<file path="config.mk">
export PLATFORM = sky130hd
export DESIGN_NAME = motoro3_commutation_sequencer
export DESIGN_NICKNAME = d
export VERILOG_FILES = /design/src/rtl/motoro3_commutation_sequencer.sv
export SDC_FILE = /design/constraint.sdc
export NUM_CORES = 1
export LEC_CHECK = 0
export ABC_CLOCK_PERIOD_IN_PS = 12900
export CAP_MARGIN = 20
export CORE_ASPECT_RATIO = 0.8
export CORE_MARGIN = 2
export CORE_UTILIZATION = 45
export CTS_BUF_LIST = sky130_fd_sc_hd__clkbuf_16
export DETAILED_ROUTE_END_ITERATION = 10
export DONT_BUFFER_PORTS = 1
export PLACE_DENSITY = 0.67
export SETUP_SLACK_MARGIN = 0.5
export SLEW_MARGIN = 15
export SYNTH_ARGS = -nofsm -noshare
export SYNTH_HDL_FRONTEND = slang
export SYNTH_SLANG_ARGS = --single-unit
</file>
<file path="constraint.sdc">
create_clock -name clk -period 12.9 [get_ports clk]
set_input_delay 3.225 -clock clk [delete_from_list [all_inputs] [get_ports clk]]
set_output_delay 3.225 -clock clk [all_outputs]
set_load 0.005 [all_outputs]
</file>
<file path="src/rtl/motoro3_commutation_sequencer.sv">
// motoro3_commutation_sequencer: six-step BLDC commutation with align, ramp, run and coast phases
module motoro3_commutation_sequencer #(
  parameter logic [24:0] ALIGN_CYCLES = 25'd5000000,
  parameter logic [24:0] START_PERIOD = 25'd2000000,
  parameter logic [24:0] PERIOD_DEC   = 25'd20000,
  parameter logic [24:0] MIN_PERIOD   = 25'd16,
  parameter logic [11:0] DUTY_START   = 12'h110,
  parameter logic [11:0] DUTY_STEP    = 12'h020,
  parameter logic [24:0] COAST_CYCLES = 25'd100000
) (
  input  logic        clk,
  input  logic        rst,
  input  logic        start,
  input  logic        stop,
  input  logic [24:0] targetPeriod,
  input  logic [11:0] runDuty,
  output logic        aE,
  output logic        bE,
  output logic        cE,
  output logic        aP,
  output logic        bP,
  output logic        cP,
  output logic [24:0] m3cnt,
  output logic        m3cntLast1,
  output logic [11:0] pwmDuty,
  output logic [2:0]  step,
  output logic [2:0]  state
);
  typedef enum logic [2:0] {IDLE = 3'd0, ALIGN = 3'd1, RAMP = 3'd2, RUN = 3'd3, COAST = 3'd4} state_t;
  state_t st, st_n;
  logic [24:0] cnt_n, per, per_n, tgt, dec_per;
  logic [25:0] diff;
  logic [12:0] dsum;
  logic [11:0] duty_n, ramp_duty;
  logic [2:0] stp_n, stp_inc;
  logic last_n, on;
  logic [5:0] ph, ph_n;
  assign {aE, bE, cE, aP, bP, cP} = ph;
  assign state = st;
  always_comb begin
    tgt = targetPeriod < MIN_PERIOD ? MIN_PERIOD : targetPeriod;
    diff = {1'b0, per} - {1'b0, PERIOD_DEC};
    dec_per = (diff[25] || diff[24:0] < tgt) ? tgt : diff[24:0];
    dsum = {1'b0, pwmDuty} + {1'b0, DUTY_STEP};
    ramp_duty = dsum > {1'b0, runDuty} ? runDuty : dsum[11:0];
    stp_inc = step == 3'd5 ? 3'd0 : step + 3'd1;
    st_n = st;
    cnt_n = m3cnt - 25'd1;
    per_n = per;
    duty_n = pwmDuty;
    stp_n = step;
    case (st)
      IDLE: begin
        cnt_n = '0;
        if (start && !stop) begin
          st_n = ALIGN;
          cnt_n = ALIGN_CYCLES - 25'd1;
          duty_n = DUTY_START;
          stp_n = '0;
        end
      end
      ALIGN: if (m3cnt == '0) begin
        st_n = RAMP;
        per_n = START_PERIOD;
        cnt_n = START_PERIOD - 25'd1;
      end
      RAMP: if (m3cnt == '0) begin
        stp_n = stp_inc;
        per_n = dec_per;
        duty_n = ramp_duty;
        cnt_n = dec_per - 25'd1;
        if (dec_per == tgt && ramp_duty == runDuty) st_n = RUN;
      end
      RUN: if (m3cnt == '0) begin
        stp_n = stp_inc;
        per_n = tgt;
        duty_n = runDuty;
        cnt_n = tgt - 25'd1;
      end
      COAST: if (m3cnt == '0) begin
        st_n = IDLE;
        cnt_n = '0;
      end
      default: begin
        st_n = IDLE;
        cnt_n = '0;
      end
    endcase
    // stop beats a simultaneous step boundary or start
    if (stop && (st == ALIGN || st == RAMP || st == RUN)) begin
      st_n = COAST;
      cnt_n = COAST_CYCLES - 25'd1;
      duty_n = '0;
      stp_n = '0;
    end
    on = st_n == ALIGN || st_n == RAMP || st_n == RUN;
    last_n = (st_n == RAMP || st_n == RUN) && cnt_n == '0;
    ph_n = !on ? 6'b000_000 :
           stp_n == 3'd0 ? 6'b110_100 :
           stp_n == 3'd1 ? 6'b101_100 :
           stp_n == 3'd2 ? 6'b011_010 :
           stp_n == 3'd3 ? 6'b110_010 :
           stp_n == 3'd4 ? 6'b101_001 : 6'b011_001;
  end
  always_ff @(posedge clk) begin
    if (rst) begin
      st <= IDLE;
      m3cnt <= '0;
      m3cntLast1 <= 1'b0;
      per <= '0;
      pwmDuty <= '0;
      step <= '0;
      ph <= '0;
    end else begin
      st <= st_n;
      m3cnt <= cnt_n;
      m3cntLast1 <= last_n;
      per <= per_n;
      pwmDuty <= duty_n;
      step <= stp_n;
      ph <= ph_n;
    end
  end
endmodule

</file>
==> out/results.md, run 1 <==
| Stage | Parameter | Reported |
|---|---|---|
| status | Outcome | finished clean |
| critical path | Category of the worst setup path launch point | input port |
| finish | Antenna cells | 0 |
| hold path | Number of cells on the worst hold path | 2 |
| cts | CTS tree | done |
| sta | Max Clk Rate | 0.107 GHz |
| grt | Layer carrying the most global-route usage | met2 |
| critical path | Critical Path AT | 9.59 ns |
| grt | Initial antenna violation count | 0 |
| floorplanning | Boundary Pins | 91 |
| cts | Clock insertion delay at the later pin of the skew report | 0.36 ns |
| grt | Leftover overflow at the end of global routing | 0 |
| floorplanning | Standard-cell row count | 42 |
| route | Number of DRC markers in iteration 0 | 1133 |
| synth | Number of instances in the synthesized netlist | 1062 |
| finish | Area growth, synth to finish | 6.61% |
| power and ir drop | Switching fraction of total power | 45.2% |
| cts | Number of levels the H-tree was split into | 3 |
| power and ir drop | Relative contribution of the clock network to total power | 25.0% |
| cts | Hold Buf Count CTS | 0 |
| floorplanning | Core Area | 16600 sq um |
| synth | Register bit count reported by yosys | 75 |
| placed design | Input/output buffers | 0 |
| finish | Non-filler instance count after layout | 1254 |
| cts | Clock buffers created by TritonCTS | 9 |
| grt | Met3 demand-to-capacity share in global routing | 11.4% |
| critical path | Largest delay contributor family on the critical path | compound AO/OA/AOI/OAI gates |
| grt | Met2 layer usage reported by global route | 49.6% |
| synth | Area contributors post-synth | sky130_fd_sc_hd__dfxtp_1 (20%), sky130_fd_sc_hd__xnor2_1 (10%), sky130_fd_sc_hd__ha_1 (6.7%) |
| route | Drc violations | 0 |
| critical path | Length in cells of the worst reg-to-reg path | 24 |
| cts | Sink count of the clock tree | 75 |
| critical path | Worst Setup Path Type | in -> reg |
| floorplanning | Die width | 150 microns |
| hold path | Worst min-delay path class | reg -> reg |
| route | Wire per inst | 24.7 microns |
| route | Antenna viol nets, final | 0 |
| power and ir drop | Max rail drop VDD | 68.9 uV |
| power and ir drop | Final Power | 1.21 mW |
| sta | Crit share post-route | 72.4% |
| critical path | Origin of the critical flop-to-flop path | per[5] |
| placed design | Placed cells | 1239 |
| cts | Count of cells resized by post-cts repair | 0 |
| grt | Pin count of the biggest net entering global routing | 39 |
| critical path | Critical path peak fanout | 26 |
| synth | Netlist cell types | 79 |
| critical path | CP bufs+invs | 3 |
| floorplanning | Die area | 18100 sq um |
| cts | Clock Path Buffers | 2 |
| cts | Number of buffers added for setup after CTS | 0 |
| sta | Setup Viol. Count Final | 0 |
| placed design | HPWL after DPL | 24100 microns |
| synth | Share of synthesized flip-flops with an asynchronous set or reset | 0% |
| synth | Fraction of the yosys area taken by sequential cells | 19.5% |
| power and ir drop | Int Pwr | 0.660 mW |
| power and ir drop | Part of the power in combinational logic | 51.0% |
| power and ir drop | Seq pwr share | 24.0% |
| synth | Post-synthesis instance area | 7680 sq um |
| synth | Top flip-flop cell by instance count after synthesis | sky130_fd_sc_hd__dfxtp_1 |
| floorplanning | Initial core utilization | 46.3% |
| critical path | Critical Path Max Stage Delay | 0.55 ns |
| grt | GRT Total Usage | 34.0% |
| critical path | Slowest CP cell | sky130_fd_sc_hd__nor4_2 |
| flow run | Max cap viols | 0 |
| finish | Most used cells in the layout excluding fill and tap cells | sky130_fd_sc_hd__nor2_1 (119), sky130_fd_sc_hd__xnor2_1 (89), sky130_fd_sc_hd__nand2_1 (85), sky130_fd_sc_hd__dfxtp_1 (75) |
| synth | EDFF count, synth | 0 |
| sta | Worst-case clock skew | 0.0105 ns |
| floorplanning | Die Span Y | 121 microns |
| critical path | Worst setup path start | targetPeriod[8] |
| synth | Area share of the largest cell type after synthesis | 19.5% |
| placed design | Pre-CTS setup slack | 3.38 ns |
| finish | Leading cell type in the layout, fill and taps excluded | sky130_fd_sc_hd__nor2_1 |
| sta | Final-layout worst hold slack | 0.488 ns |
| grt | Number of global-route vias before repair | 7759 |
| sta | Total Neg Setup Slack | 0 ns |
| power and ir drop | LEAKAGE | 3.02 nW |
| synth | Post-synthesis area per instance | 7.24 sq um |
| critical path | Crit path top cell by count | sky130_fd_sc_hd__and3_1 |
| critical path | Crit. End Element | flip-flop |
| critical path | WP depth | 23 |
| sta | Final WS setup | 3.56 ns |
| sta | Setup repair after global routing missed its margin | no |
| sta | Count of endpoints failing hold in the final timing report | 0 |
| sta | Pins Over Slew Limit | 0 |
| route | Detailed-router iteration count before antenna repair | 6 |
| sta | Worst-Margin Slew | 1.09 ns |
| sta | Fin crit period | 9.34 ns |
| grt | Met1 global-route usage | 46.8% |
| critical path | Data required time at the worst endpoint | 13.16 ns |
| sta | Slew headroom | 25.5% |
| finish | Share of cells above drive strength 1 | 6.19% |
| synth | Net count of the mapped netlist | 1144 |
| finish | Final net count | 1112 |
| route | Via-per-instance ratio | 6.77 |
| critical path | Cell-by-cell listing of the critical path | nor4_2 > nand3_1 > o21ai_2 > buf_4 > inv_2 > ha_1 > and3_1 > and3_1 > a221oi_1 > a211o_1 > nand2_1 > buf_4 > a21oi_1 > ha_1 > and4_1 > o311a_1 > and3_1 > nand4_1 > mux2i_1 > a21o_1 > a2111oi_0 > nand4b_1 > a2111oi_2 |
| synth | Biggest area consumer among synthesized cells | sky130_fd_sc_hd__dfxtp_1 |
| cts | Clock slew seen by the registers of the worst setup and hold paths | 0.07 ns |
| placed design | Final weighted congestion of routability-driven global placement | 1.07 |
| route | Number of vias after detailed routing | 8492 |
| synth | Count of warnings emitted by yosys | 0 |
| cts | Clk Tree Root Cell | sky130_fd_sc_hd__clkbuf_16 |
| grt | First-pass GRT wire length | 46300 microns |
| power and ir drop | Switching power | 0.545 mW |
| hold path | Launch instance of the worst min-delay path | per[17] |
| power and ir drop | Power per Cell Area | 147 nW/um^2 |
| route | Routed Wire Length | 31000 microns |
-- area by class of cell --
class | count | area, sq um
clock inverter | 6 | 113
sequential | 75 | 1500
multi-input combinational | 867 | 5730
inverter | 61 | 229
fill | 1725 | 8410
timing repair buffer | 16 | 124
tap | 220 | 275
clock buffer | 9 | 225
-- tightest hold or removal path, delay by kind of cell, from the launching register on --
| kind | cells | cell delay (ns) |
|---|---|---|
| AND/OR/NAND/NOR | 1 | 0.06 |
| AO/OA/AOI/OAI | 1 | 0.05 |
| flip-flops | 1 | 0.33 |
-- cell families (layout without fill, tap and decap cells) --
| kind of cell | Yosys count | after routing | share of synthesized area, % |
|---|---|---|---|
| flops | 75 | 75 | 19.5 |
| xor+xnor | 109 | 109 | 12.4 |
| simple gates | 430 | 430 | 29.1 |
| compound gates | 280 | 280 | 25.3 |
| fa+ha+maj | 41 | 41 | 6.68 |
| mux | 7 | 7 | 0.928 |
| buf+inv | 120 | 92 | 5.99 |
-- sequential cells by signal, indices dropped and copies added, names as in the netlist --
register    flops
per            25
m3cntLast1      1
state           3
ph              6
step            3
m3cnt          25
pwmDuty        12
-- layer usage --
layer	routed length [microns]	vias to the layer above
met4	1080	0
met1	13100	3994
li1	-	3847
met2	12800	566
met3	3970	85
met5	0	-
-- cells in the mapped netlist, types with 11 or more instances --
library cell and count:
sky130_fd_sc_hd__xnor2_1 89, sky130_fd_sc_hd__o31ai_1 11, sky130_fd_sc_hd__and3_1 20, sky130_fd_sc_hd__a22oi_1 17, sky130_fd_sc_hd__nor2_1 120, sky130_fd_sc_hd__nor3_1 44
sky130_fd_sc_hd__o22ai_1 12, sky130_fd_sc_hd__a21oi_1 59, sky130_fd_sc_hd__nand4_1 24, sky130_fd_sc_hd__nand3_1 29, sky130_fd_sc_hd__xor2_1 20, sky130_fd_sc_hd__o21ai_0 42
sky130_fd_sc_hd__clkbuf_1 51, sky130_fd_sc_hd__or3_1 12, sky130_fd_sc_hd__ha_1 41, sky130_fd_sc_hd__dfxtp_1 75, sky130_fd_sc_hd__a31oi_1 12, sky130_fd_sc_hd__a221oi_1 16
sky130_fd_sc_hd__inv_1 59, sky130_fd_sc_hd__nor4_1 22, sky130_fd_sc_hd__nand2_1 85, sky130_fd_sc_hd__and2_1 19
-- power groups by stage --
stage / Clock (mW) / Combinational [mW] / Sequential [mW]
after floorplan: 0 / 0.440 / 0.281
after global placement: 0 / 0.594 / 0.294
after detailed placement: 0 / 0.590 / 0.294
after CTS: 0.304 / 0.594 / 0.289
after global routing: 0.314 / 0.660 / 0.293
final: 0.301 / 0.615 / 0.289
-- worst paths after layout --
check                                   to  slack [ns]
worst min-delay path               per[17]        0.49
worst min register to register     per[17]        0.49
worst max register to register  m3cntLast1        4.75
worst max-delay path            m3cntLast1        3.56
-- per-stage QoR --
stage | area [sq um] | util, %
floorplan | 7680 | -
global placement | 7840 | 47.2
detailed placement | 7860 | 47.3
CTS | 8190 | 49.3
global route | 8190 | 49.3
finish | 8190 | 49.3
No activity file was read; power rests on OpenSTA's default activity.
==> run 2, diff against run 1 <==
Settings changed: ABC_CLOCK_PERIOD_IN_PS 12900 to 7700, PLACE_DENSITY 0.67 to 0.69.
Clock period 12.9 ns to 7.7 ns, I/O delays scaled along.
==> out/results.md, run 2 (synthesis gave the netlist of run 1 again) <==
| Stage | Parameter | Reported |
|---|---|---|
| route | Drc violations | 0 |
| grt | Initial antenna violation count | 0 |
| cts | Number of levels the H-tree was split into | 3 |
| sta | Final-layout worst hold slack | 0.492 ns |
| critical path | Worst Setup Path Type | in -> reg |
| critical path | R2R setup slack | 0.95 ns |
| route | Via-per-instance ratio | 6.67 |
| finish | Antenna cells | 0 |
| finish | Most used cells in the layout excluding fill and tap cells | sky130_fd_sc_hd__nor2_1 (118), sky130_fd_sc_hd__xnor2_1 (89), sky130_fd_sc_hd__nand2_1 (84), sky130_fd_sc_hd__dfxtp_1 (74) |
| sta | Slew headroom | 30.8% |
| sta | Crit share post-route | 88.6% |
| route | Antenna viol nets, final | 0 |
| floorplanning | Initial core utilization | 46.3% |
| grt | GRT Total Usage | 33.2% |
| cts | Clock insertion delay at the later pin of the skew report | 0.36 ns |
| floorplanning | Boundary Pins | 91 |
| placed design | Pre-CTS setup slack | 0.295 ns |
| flow run | Max cap viols | 0 |
| power and ir drop | LEAKAGE | 3.08 nW |
| sta | Worst-case clock skew | 0.0163 ns |
| finish | Filler cell count in the final layout | 1717 |
| finish | Leading cell type in the layout, fill and taps excluded | sky130_fd_sc_hd__nor2_1 |
| placed design | HPWL after DPL | 23400 microns |
| sta | Pins Over Slew Limit | 0 |
| grt | Number of global-route vias before repair | 7848 |
| status | Outcome | finished clean |
| critical path | Slowest CP cell | sky130_fd_sc_hd__o311a_1 |
| route | Wire per inst | 23.7 microns |
| route | Number of vias after detailed routing | 8460 |
| critical path | Cell-by-cell listing of the critical path | nor4_4 > buf_4 > and3_1 > nand2_2 > and2_1 > inv_1 > ha_1 > and3_1 > and3_1 > a221oi_2 > a211o_1 > nand2_1 > a21oi_1 > ha_2 > buf_4 > o2111ai_1 > buf_4 > xnor2_1 > nor3_1 > o311a_1 > nor4_2 > nand4_1 > a2111oi_2 |
| floorplanning | Die area | 18100 sq um |
| critical path | Critical Path AT | 7.08 ns |
| critical path | WP depth | 23 |
| cts | Clock buffers created by TritonCTS | 9 |
| critical path | Endpoint of the most critical register-to-register path | m3cntLast1 |
| critical path | Largest delay contributor family on the critical path | simple AND/OR/NAND/NOR gates |
| cts | Sink count of the clock tree | 75 |
| critical path | Worst setup path start | targetPeriod[6] |
| floorplanning | Die width | 150 microns |
| sta | Final WS setup | 0.877 ns |
| route | Number of DRC markers in iteration 0 | 1029 |
| critical path | CP bufs+invs | 4 |
| route | Detailed-router iteration count before antenna repair | 7 |
| sta | Total Neg Setup Slack | 0 ns |
| critical path | Critical Path Max Stage Delay | 0.43 ns |
| power and ir drop | Power per Cell Area | 240 nW/um^2 |
| sta | Setup Viol. Count Final | 0 |
| finish | Area growth, synth to finish | 8.30% |
| sta | Count of endpoints failing hold in the final timing report | 0 |
| placed design | Area after detailed placement | 7980 sq um |
| critical path | Length in cells of the worst reg-to-reg path | 25 |
| sta | Max Clk Rate | 0.147 GHz |
| finish | Final net count | 1126 |
| sta | Worst-Margin Slew | 1.02 ns |
| route | Routed Wire Length | 30000 microns |
| critical path | Capture point of the critical path | m3cntLast1 |
| power and ir drop | Max rail drop VDD | 104 uV |
| sta | Fin crit period | 6.82 ns |
| finish | Largest registers | m3cnt: 25 flops, per: 25 flops, pwmDuty: 12 flops |
| grt | Leftover overflow at the end of global routing | 0 |
| cts | CTS tree | done |
| floorplanning | Die Span Y | 121 microns |
| placed design | Input/output buffers | 0 |
| sta | Setup repair after global routing missed its margin | no |
| floorplanning | Core Area | 16600 sq um |
| cts | Clock slew seen by the registers of the worst setup and hold paths | 0.08 ns |
| finish | Finished layout cell area | 8320 sq um |
| cts | Clock Path Buffers | 2 |
| cts | Clk Tree Root Cell | sky130_fd_sc_hd__clkbuf_16 |
| floorplanning | Standard-cell row count | 42 |
| hold path | Worst min-delay path class | reg -> reg |
| finish | Share of cells above drive strength 1 | 8.39% |
| power and ir drop | Final Power | 2.00 mW |
| critical path | Origin of the critical flop-to-flop path | per[5] |
| critical path | Crit. End Element | flip-flop |
| grt | First-pass GRT wire length | 45800 microns |
| placed design | Final weighted congestion of routability-driven global placement | 1.02 |
| critical path | Category of the worst setup path launch point | input port |
| grt | Pin count of the biggest net entering global routing | 39 |
| critical path | Data required time at the worst endpoint | 7.95 ns |
| critical path | Critical path peak fanout | 8 |
[run 2: through the flow]
step | instances | utilization (%)
finish | 1269 | 50.1
global route | 1269 | 50.1
CTS | 1267 | 49.8
detailed placement | 1251 | 48.0
global placement | 1251 | 48.0
floorplan | 1062 | -
[run 2: layout make-up]
type	count	area (sq um)	share of cell area [%]
clock buffer	9	225	2.71
clock inverter	7	67.6	0.812
inverter	61	229	2.75
multi-input combinational	867	5800	69.7
sequential	75	1500	18.1
tap	220	275	3.31
timing repair buffer	30	225	2.71
[run 2: power breakdown]
group	total (mW)	leakage, nW	internal, mW	switching, mW
clock network	0.444	0.141	0.250	0.194
logic	1.06	2.33	0.389	0.671
registers	0.491	0.609	0.426	0.0652
total	2.00	3.08	1.07	0.930
[run 2: per-layer routing]
| metal | wire length, microns | track usage (%) |
|---|---|---|
| met5 | 0 | 0 |
| met1 | 12800 | 45.9 |
| met4 | 989 | 11.4 |
| met3 | 3980 | 11.1 |
| met2 | 12300 | 48.0 |
[run 2: worst min-delay path by stage]
stage	start	depth (start not counted)	slack [ns]	endpoint
floorplan	per[17]	2	0.46	per[17]
global placement	per[17]	2	0.47	per[17]
detailed placement	per[17]	2	0.49	per[17]
CTS	per[17]	2	0.50	per[17]
global route	per[17]	2	0.52	per[17]
finish	per[17]	2	0.49	per[17]
[run 2: timing repair]
action,in CTS,in global routing
hold buffers,0,0
resized for setup,0,10
endpoints found under the setup margin,0,2
hold endpoints to repair,0,0
setup buffers,0,2
[run 2: worst register-to-register path, cell delays in order, from the launching register on]
cell                        delay (ns)
sky130_fd_sc_hd__dfxtp_1          0.46
sky130_fd_sc_hd__inv_1            0.11
sky130_fd_sc_hd__ha_1             0.31
sky130_fd_sc_hd__nor3b_2          0.21
sky130_fd_sc_hd__o21ai_2          0.42
sky130_fd_sc_hd__nor2_1           0.12
sky130_fd_sc_hd__xor2_1           0.16
sky130_fd_sc_hd__buf_4            0.16
sky130_fd_sc_hd__ha_1             0.31
sky130_fd_sc_hd__nand4_1          0.23
sky130_fd_sc_hd__nor4_2           0.46
sky130_fd_sc_hd__nand4_1          0.39
sky130_fd_sc_hd__a211o_1          0.41
sky130_fd_sc_hd__nand2_1          0.17
sky130_fd_sc_hd__nor2_1           0.06
sky130_fd_sc_hd__a21oi_1          0.20
sky130_fd_sc_hd__ha_2             0.28
sky130_fd_sc_hd__buf_4            0.17
sky130_fd_sc_hd__o2111ai_1        0.25
sky130_fd_sc_hd__buf_4            0.27
sky130_fd_sc_hd__xnor2_1          0.15
sky130_fd_sc_hd__nor3_1           0.07
sky130_fd_sc_hd__o311a_1          0.43
sky130_fd_sc_hd__nor4_2           0.34
sky130_fd_sc_hd__nand4_1          0.16
sky130_fd_sc_hd__a2111oi_2        0.34
==> run 3, diff against run 2 <==
Settings changed: HOLD_SLACK_MARGIN set to 0.1.
==> results of run 3 <==
Same layout as run 2: the final DEF is identical, and so are final timing and power.
